===== config.mk =====
export PLATFORM = sky130hd
export DESIGN_NAME = prize_grid_manager
export DESIGN_NICKNAME = d
export VERILOG_FILES = /design/src/rtl/prize_grid_manager.sv
export SDC_FILE = /design/constraint.sdc
export NUM_CORES = 1
export LEC_CHECK = 0
export CORE_MARGIN = 3
export CORE_UTILIZATION = 41
export CTS_BUF_LIST = sky130_fd_sc_hd__clkbuf_16
export CTS_CLUSTER_DIAMETER = 50
export CTS_CLUSTER_SIZE = 25
export DETAILED_ROUTE_END_ITERATION = 7
export PLACE_DENSITY_LB_ADDON = 0.15
export SLEW_MARGIN = 30
export SYNTH_ARGS = -nofsm -noshare
export SYNTH_HDL_FRONTEND = slang
export SYNTH_SLANG_ARGS = --single-unit
export TNS_END_PERCENT = 50

===== constraint.sdc =====
create_clock -name clk -period 11.3 [get_ports clk]
set_input_delay 1.13 -clock clk [delete_from_list [all_inputs] [get_ports clk]]
set_output_delay 1.13 -clock clk [all_outputs]
set_load 0.02 [all_outputs]

===== src/rtl/prize_grid_manager.sv =====
// rtl/prize_grid_manager.sv - tile-grid prize store with map loader, pixel lookup and collection
//
// Holds one TYPE_W-bit prize code per grid cell (code 0 = FREE). A built-in
// level map is copied into the store one cell per clock. The store also feeds
// a registered per-pixel lookup to the drawing path. Bumpy collecting a prize
// clears its cell and reports the collected type and points.
//
// Ports:
//   clk, reset            clock, asynchronous active-high reset
//   pixelX, pixelY        current VGA pixel
//   bumpy_x, bumpy_y      Bumpy top-left position
//   prize_collision       collision level from the collision block
//   load_req, map_sel     one-cycle reload request and the map it selects
//   prize_type            prize code at the pixel's cell (0 outside grid), 1-cycle latency
//   tileTopLeftX/Y        origin of the pixel's tile, 1-cycle latency
//   collect_valid         one-cycle pulse per collected prize
//   collect_type/points   last collected prize and its points (held)
//   prizes_left           non-FREE cells remaining
//   level_cleared, busy   FSM in CLEARED / LOAD
module prize_grid_manager #(
  parameter int NUM_OF_ROWS = 7,
  parameter int NUM_OF_COLS = 10,
  parameter int TILE_SHIFT  = 6,
  parameter int TYPE_W      = 3,
  parameter int CNT_W       = 7
) (
  input  logic              clk,
  input  logic              reset,
  input  logic [10:0]       pixelX,
  input  logic [10:0]       pixelY,
  input  logic [10:0]       bumpy_x,
  input  logic [10:0]       bumpy_y,
  input  logic              prize_collision,
  input  logic              load_req,
  input  logic              map_sel,
  output logic [TYPE_W-1:0] prize_type,
  output logic [10:0]       tileTopLeftX,
  output logic [10:0]       tileTopLeftY,
  output logic              collect_valid,
  output logic [TYPE_W-1:0] collect_type,
  output logic [7:0]        collect_points,
  output logic [CNT_W-1:0]  prizes_left,
  output logic              level_cleared,
  output logic              busy
);

  localparam int          CELLS     = NUM_OF_ROWS * NUM_OF_COLS;
  localparam int          IDX_W     = (CELLS > 1) ? $clog2(CELLS) : 1;
  localparam logic [10:0] ROWS_L    = 11'(NUM_OF_ROWS);
  localparam logic [10:0] COLS_L    = 11'(NUM_OF_COLS);
  localparam logic [10:0] TILE_MASK = ~11'((1 << TILE_SHIFT) - 1);

  typedef enum logic [1:0] {LOAD, PLAY, CLEARED} state_t;

  state_t state, state_nxt;

  logic [TYPE_W-1:0] store [CELLS];
  logic              map_q;
  logic [10:0]       load_row, load_col;
  logic [CNT_W-1:0]  load_count, load_count_fin;
  logic              coll_d1;

  function automatic logic [TYPE_W-1:0] rom_cell(input logic sel, input logic [10:0] r,
                                                 input logic [10:0] c);
    logic [TYPE_W-1:0] t;
    t = '0;
    if (!sel) begin
      if ((r == 11'd0 && c == 11'd1) || (r == 11'd0 && c == 11'd8) ||
          (r == 11'd1 && c == 11'd5) || (r == 11'd3 && c == 11'd0) ||
          (r == 11'd3 && c == 11'd3) || (r == 11'd3 && c == 11'd9) ||
          (r == 11'd4 && c == 11'd4) || (r == 11'd4 && c == 11'd6) ||
          (r == 11'd6 && c == 11'd2))
        t = TYPE_W'(1);
    end else begin
      if (r == 11'd0 && c == 11'd0) t = TYPE_W'(1);
      if (r == 11'd0 && c == 11'd9) t = TYPE_W'(2);
      if (r == 11'd2 && c == 11'd4) t = TYPE_W'(3);
      if (r == 11'd5 && c == 11'd5) t = TYPE_W'(2);
      if (r == 11'd6 && c == 11'd9) t = TYPE_W'(1);
    end
    return t;
  endfunction

  function automatic logic [7:0] points_of(input logic [TYPE_W-1:0] t);
    case (t)
      TYPE_W'(1): points_of = 8'd10;
      TYPE_W'(2): points_of = 8'd25;
      TYPE_W'(3): points_of = 8'd50;
      default:    points_of = 8'd5;
    endcase
  endfunction

  // Grid coordinates; bounds are checked before the index is formed so an
  // out-of-grid position never touches the store.
  logic [10:0]       pix_row, pix_col, bmp_row, bmp_col;
  logic              pix_in_grid, bmp_in_grid;
  logic [IDX_W-1:0]  pix_idx, bmp_idx, load_idx;
  logic [TYPE_W-1:0] rom_val, bmp_cell;
  logic              coll_event, collect_hit, load_last;

  assign pix_row     = pixelY >> TILE_SHIFT;
  assign pix_col     = pixelX >> TILE_SHIFT;
  assign bmp_row     = bumpy_y >> TILE_SHIFT;
  assign bmp_col     = bumpy_x >> TILE_SHIFT;
  assign pix_in_grid = (pix_row < ROWS_L) && (pix_col < COLS_L);
  assign bmp_in_grid = (bmp_row < ROWS_L) && (bmp_col < COLS_L);
  assign pix_idx     = pix_in_grid ? IDX_W'(pix_row * COLS_L + pix_col) : '0;
  assign bmp_idx     = bmp_in_grid ? IDX_W'(bmp_row * COLS_L + bmp_col) : '0;
  assign load_idx    = IDX_W'(load_row * COLS_L + load_col);
  assign bmp_cell    = bmp_in_grid ? store[bmp_idx] : '0;

  assign rom_val        = rom_cell(map_q, load_row, load_col);
  assign load_count_fin = load_count + ((rom_val != '0) ? CNT_W'(1) : CNT_W'(0));
  assign load_last      = (state == LOAD) && (load_row == ROWS_L - 11'd1) &&
                          (load_col == COLS_L - 11'd1);
  assign coll_event     = prize_collision & ~coll_d1;
  // A reload request takes priority and swallows a simultaneous collision.
  assign collect_hit    = (state == PLAY) && coll_event && !load_req && (bmp_cell != '0);

  assign busy          = (state == LOAD);
  assign level_cleared = (state == CLEARED);

  always_ff @(posedge clk or posedge reset) begin
    if (reset) state <= LOAD;
    else       state <= state_nxt;
  end

  always_comb begin
    state_nxt = state;
    if (load_req) begin
      state_nxt = LOAD;
    end else begin
      case (state)
        LOAD:    if (load_last) state_nxt = (load_count_fin == '0) ? CLEARED : PLAY;
        PLAY:    if (collect_hit && prizes_left == CNT_W'(1)) state_nxt = CLEARED;
        default: ;
      endcase
    end
  end

  always_ff @(posedge clk or posedge reset) begin
    if (reset) begin
      for (int i = 0; i < CELLS; i++) store[i] <= '0;
      map_q          <= 1'b0;
      load_row       <= '0;
      load_col       <= '0;
      load_count     <= '0;
      coll_d1        <= 1'b0;
      prize_type     <= '0;
      tileTopLeftX   <= '0;
      tileTopLeftY   <= '0;
      collect_valid  <= 1'b0;
      collect_type   <= '0;
      collect_points <= '0;
      prizes_left    <= '0;
    end else begin
      coll_d1       <= prize_collision;
      collect_valid <= 1'b0;
      // Nonblocking read: a cell written this clock still returns its old value.
      prize_type    <= pix_in_grid ? store[pix_idx] : '0;
      tileTopLeftX  <= pixelX & TILE_MASK;
      tileTopLeftY  <= pixelY & TILE_MASK;
      if (load_req) begin
        map_q      <= map_sel;
        load_row   <= '0;
        load_col   <= '0;
        load_count <= '0;
      end else if (state == LOAD) begin
        store[load_idx] <= rom_val;
        if (load_last) begin
          prizes_left <= load_count_fin;
        end else begin
          load_count <= load_count_fin;
          if (load_col == COLS_L - 11'd1) begin
            load_col <= '0;
            load_row <= load_row + 11'd1;
          end else begin
            load_col <= load_col + 11'd1;
          end
        end
      end else if (collect_hit) begin
        store[bmp_idx] <= '0;
        collect_valid  <= 1'b1;
        collect_type   <= bmp_cell;
        collect_points <= points_of(bmp_cell);
        prizes_left    <= prizes_left - CNT_W'(1);
      end
    end
  end

endmodule


==> results.ini, run 1 <==
[route]
met2WireLength_um=29600
drt_iter0_markers=2120
top_layer_used=met5
drcViolationCount=0
dr_wl_met3_um=6390
post_drt_wl_per_cell_um=26.1
wirelength_met1_um=27600
viasPerCell=6.47
routed_wl_um=67100
vias=16600
postRouteAntennaNets=0
dr.pass1.iters=6

[finish]
diodes=0
seqCellArea_sq_mm=0.00683
multiInputGateArea_sq_mm=0.0104
drive_above_1_share=0.112
fillers=4086
final_nets=2048
area_growth_syn_to_layout_pct=13.1

[sta]
tns_ns=0
slew_viol_final=0
layout_worst_path_cycle_share=0.621
fin_skew_ns=0.0214
slew_headroom=0.281
finalSetupViolations=0
hold_viol=0
fin_crit_ns=7.02
tightest_slew_ns=1.07
fmax_ghz=0.143
rsz0062_at_grt=no

[global_routing]
grt_max_degree=149
first_global_vias=16000
grt_usage=0.284
grt_antenna_before_repair=1
grt-ovfl-total=0
grt_pass1_wl_um=101000

[cts]
clk_latency_ns=0.57
cts_max_level=2
cts_buffer_depth=3
cts_tree=built
cts.repair.resized=0
postCtsSetupBuffers=0
clk_pin_slew_ns=0.07
cts_root_buf=clkbuf_16
cts_made_buffers=40
cts_sinks=273
postCtsHoldBufs=0

[power_and_ir_drop]
switching_share=0.308
p_comb_frac=0.170
clockPowerShare=0.444
total_power_mw=2.87
power.switching_uw=885
peakVddDrop_uv=107
power_density_mw_per_mm2=141
p_leak_nw=8.37
pwr-share-seq=0.385
p_int_mw=1.98

[synthesis]
synth.most_common_cell=dfrtp_1
syn_area_sq_mm=0.0180
synth_common_cells=dfrtp_1 (273), nand2_1 (233), a21oi_1 (155)
syn-instance-count=1951
synth_edf_count=0
synth_ff_type=dfrtp_1
ys_async_sr_fraction=1.00
synthTopCellsByArea=dfrtp_1 (38%), nand2_1 (4.9%), mux4_2 (4.4%), a21oi_1 (4.3%), o211ai_1 (3.6%)
ys_seq_elements=273
synth.top_cell.area_share=0.379
syn_avg_cell_area_sq_um=9.24
synth.distinct_cells=83
synth_top_area_cell=dfrtp_1
yosysWarnings=0
ys_seq_area_frac=0.379

[worst_setup_path]
cp_common_cell=buf_4
cp.required_ns=11.77
critPathCaptureType=flip-flop
cpMaxStageDelayCell=nor2b_2
critPathBufInv=4
path_cells=clkdlybuf4s50_1 -> ha_2 -> fa_2 -> buf_4 -> nor2b_2 -> nand2_1 -> o311ai_0 -> a21oi_1 -> o2111ai_1 -> a311oi_1 -> a211oi_4 -> buf_4 -> buf_4 -> a21oi_1 -> o22ai_1
critPathArrivalTime_ns=7.48
start_kind=input pin
slowest_delay_ns=0.95
crit_fanout=79
critPathKind=in2reg
cp_top_family=buffers and inverters

[run]
cap_violations=0

[place]
hpwl_um=43800
place_congestion=0.933
port_buffers=56

[floorplanning]
io_pins=95
fp-row-count=76
fp.coreArea_sq_mm=0.0433
die-width_um=216
chipHeight_um=216
dieArea_sq_mm=0.0465
initial_utilization=0.417

[min_path]
hp-class=reg2reg

[run_status]
status=completed

layout by cell type, fill, tap and decap left out, types with 41 or more instances in the layout:
cell	count
nand3_1	129
o21ai_0	50
a311oi_1	45
nand2_1	230
inv_1	46
o211ai_1	87
nor2_1	90
clkbuf_16	41
nor2b_1	83
mux2i_1	59
a21oi_1	155
clkdlybuf4s50_1	54
dfrtp_1	273
layout make-up:
class                   instances  area share
multi-input cells            1501       0.511
flip-flops and latches        273       0.335
clock buffers                  41      0.0503
repair buffers                 96      0.0449
well taps                     585      0.0359
clock inverters                31      0.0145
inverters                      44     0.00871
path summary, 6_finish.rpt:
path                                             start                           to  slack (ns)  cells past startpoint
hold / removal             collect_type[1]$_DFFE_PP0P_  collect_type[1]$_DFFE_PP0P_        0.48                      1
hold reg to reg            collect_type[1]$_DFFE_PP0P_  collect_type[1]$_DFFE_PP0P_        0.48                      1
setup reg to reg                store[162]$_DFFE_PP0P_        store[93]$_DFFE_PP0P_        6.71                     12
max in group asynchronous                        reset       store[164]$_DFFE_PP0P_        8.96                      3
setup / recovery                            bumpy_x[7]        store[93]$_DFFE_PP0P_        4.28                     15
min in group asynchronous                        reset       store[140]$_DFFE_PP0P_        1.01                      2
per-stage QoR:
| stage | setup slack (ns) | utilization | instance area [sq um] | hold WS, ns | std cells |
|---|---|---|---|---|---|
| 2_1_floorplan | 2.65 | - | 18100 | 0.454 | 1964 |
| 3_3_place_gp | 3.96 | 0.438 | 18900 | 0.466 | 2495 |
| 3_5_place_dp | 3.96 | 0.440 | 19000 | 0.468 | 2497 |
| 4_1_cts | 4.52 | 0.470 | 20300 | 0.483 | 2569 |
| 5_1_grt | 4.14 | 0.471 | 20400 | 0.511 | 2571 |
| 6_report | 4.28 | 0.471 | 20400 | 0.480 | 2571 |
registers in the layout, summed over array words and instances (netlist names), 5 cells and up:
register,count
store,210
collect_points,6
tileTopLeftX,5
load_row,11
load_count,7
prizes_left,7
load_col,11
tileTopLeftY,5
cells by family after synthesis:
family | synth area share
muxes | 0.0784
other | 0.000208
buffers and inverters | 0.0514
xor gates and xnor gates | 0.0219
adders and majority gates | 0.0323
and+or+nand+nor | 0.194
AOI/OAI and AO/OA | 0.243
DFF | 0.379
power groups by stage:
stage	sequential (mW)	clock, mW	combinational, mW
2_1_floorplan	1.10	0	0.333
3_3_place_gp	1.12	0	0.470
3_5_place_dp	1.12	0	0.480
4_1_cts	1.10	1.29	0.481
5_1_grt	1.11	1.32	0.524
6_report	1.11	1.27	0.489
layer usage:
metal / up-vias / global-route usage
met5: - / 0
met4: 2 / 0.147
met3: 187 / 0.0674
met2: 882 / 0.427
met1: 8289 / 0.381
li1: 7270 / -
worst register-to-register path: stages (launching register included):
cell and delay (ns):
dfrtp_1 0.41, mux4_2 0.50, and2_1 0.18, o32ai_1 0.74, a22oi_1 0.14, a31oi_1 0.23, nor4b_1 0.10, buf_4 0.20
a211oi_4 0.22, buf_4 0.49, buf_4 0.75, a21oi_1 0.35, o22ai_1 0.19
Note: power is estimated with default switching activity, not from simulation.
==> run 2: changes to the inputs <==
Clock period 11.3 ns to 7.36 ns, I/O delays scaled along.
==> results.ini, run 2 (synthesis gave the netlist of run 1 again) <==
[run_status]
status=completed

[finish]
reg.largest.list=store x210, load_col x11, load_row x11
fillers=4100
area_growth_syn_to_layout_pct=14.2
top_register=store
drive_above_1_share=0.119
design_area_sq_mm=0.0206
mostFrequentLayoutCell=dfrtp_1
final_nets=2058
mostFrequentLayoutCells=dfrtp_1 (273), nand2_1 (230), a21oi_1 (155), nand3_1 (129), nor2_1 (88)
largest_register_ffs=210

[min_path]
min_delay_worst_endpoint=collect_type[1]$_DFFE_PP0P_
hp-class=reg2reg
whs_path_depth=1
hold_path.startpoint=collect_type[1]$_DFFE_PP0P_

[cts]
cts_made_buffers=42
cts.repair.resized=0
cts_sinks=273
clk_latency_ns=0.58
postCtsHoldBufs=0
cts_tree=built
cts_buffer_depth=3
cts_root_buf=clkbuf_16
cts_max_level=2
postCtsSetupBuffers=0
clk_pin_slew_ns=0.05

[worst_setup_path]
critPathCaptureType=flip-flop
path_cells=clkdlybuf4s50_1 -> ha_1 -> ha_1 -> ha_1 -> a21oi_1 -> o22ai_1 -> xnor2_2 -> nand3_1 -> o311ai_0 -> or4_1 -> o211ai_4 -> a41oi_4 -> o211ai_1
start_kind=input pin
rr_worst_depth=11
cp_common_cell=ha_1
regToRegSetupSlack_ns=3.19
crit_fanout=16
critPathKind=in2reg
r2r-end=store[207]$_DFFE_PP0P_
cpMaxStageDelayCell=a41oi_4
slowest_delay_ns=0.98
cp.required_ns=7.74
rr_startpoint=load_row[2]$_DFFE_PP0P_
critPathArrivalTime_ns=6.09

[global_routing]
grt_pass1_wl_um=103000
first_global_vias=16000
grt-ovfl-total=0
grt_usage=0.288
grt_max_degree=152
grt_antenna_before_repair=0

[route]
drt_iter0_markers=1927
dr.pass1.iters=5
viasPerCell=6.45
post_drt_wl_per_cell_um=26.2
vias=16700
postRouteAntennaNets=0
drcViolationCount=0
routed_wl_um=67700

[sta]
slew_viol_final=0
tightest_slew_ns=1.11
fin_skew_ns=0.0351
slew_headroom=0.256
fmax_ghz=0.175
finalSetupViolations=0
rsz0062_at_grt=no
fin_crit_ns=5.70
layout_worst_path_cycle_share=0.775
tns_ns=0
hold_viol=0

[power_and_ir_drop]
power_density_mw_per_mm2=217
p_leak_nw=8.43
peakVddDrop_uv=149
total_power_mw=4.47
power.switching_mw=1.38
p_int_mw=3.09
p_comb_frac=0.169
switching_share=0.309
pwr-share-seq=0.380
clockPowerShare=0.451

[place]
place_congestion=0.926
post_dp_cell_area_sq_mm=0.0191
hpwl_um=45500
port_buffers=56

[floorplanning]
chipHeight_um=216
io_pins=95
fp.coreArea_sq_mm=0.0433
dieArea_sq_mm=0.0465
fp-row-count=76
die-width_um=216
initial_utilization=0.417

[run]
cap_violations=0

[run 2: cell types whose count changed in the layout (fill, tap and decap cells not counted), moves of 3 or more]
cell	delta
buf_4	+8
clkinv_1	+3
clkinv_2	-5
clkinv_4	+5
inv_6	+3
[run 2: critical path, delay by kind of cell]
kind	cells	cell delay (ns)
AOI/OAI and AO/OA	6	2.37
xor gates and xnor gates	1	0.70
adders and majority gates	3	0.95
buffers and inverters	1	0.57
and+or+nand+nor	2	0.72
[run 2: worst max path at each step]
stage	depth (start not counted)	startpoint	to	slack (ns)
2_1_floorplan	1	reset	coll_d1$_DFF_PP0_	3.01
3_3_place_gp	13	bumpy_y[9]	store[51]$_DFFE_PP0P_	1.21
3_5_place_dp	12	bumpy_y[9]	store[67]$_DFFE_PP0P_	1.17
4_1_cts	12	bumpy_y[9]	store[43]$_DFFE_PP0P_	1.72
5_1_grt	13	bumpy_y[7]	store[43]$_DFFE_PP0P_	1.39
6_report	13	bumpy_y[9]	store[43]$_DFFE_PP0P_	1.66
[run 2: metal layers]
metal	share of wire	track usage
met1	0.42	0.401
met3	0.090	0.0541
met5	0	0
met2	0.45	0.438
met4	0.044	0.129
[run 2: per-stage QoR]
step	utilization	setup WS, ns	std cells	hold WS [ns]
CTS	0.475	1.72	2582	0.491
floorplan	-	3.01	1964	0.454
finish	0.476	1.66	2585	0.488
global route	0.476	1.39	2583	0.513
detailed placement	0.442	1.17	2506	0.465
global placement	0.441	1.21	2504	0.466
[run 2: final cells by class]
cell class | instances | area [sq um] | area share
multi-input cells | 1501 | 10500 | 0.508
flip-flops and latches | 273 | 6830 | 0.332
clock buffers | 42 | 1050 | 0.0511
repair buffers | 104 | 1000 | 0.0486
well taps | 585 | 732 | 0.0356
clock inverters | 34 | 338 | 0.0164
inverters | 44 | 169 | 0.00820
diodes | 2 | 5.00 | 0.000243
[run 2: power by group through the flow]
stage	Sequential [mW]	Combinational (mW)	Clock, mW
after CTS	1.69	0.746	2.04
final	1.70	0.756	2.01
after global placement	1.71	0.729	0
after floorplan	1.69	0.511	0
after detailed placement	1.72	0.742	0
after global routing	1.71	0.807	2.11
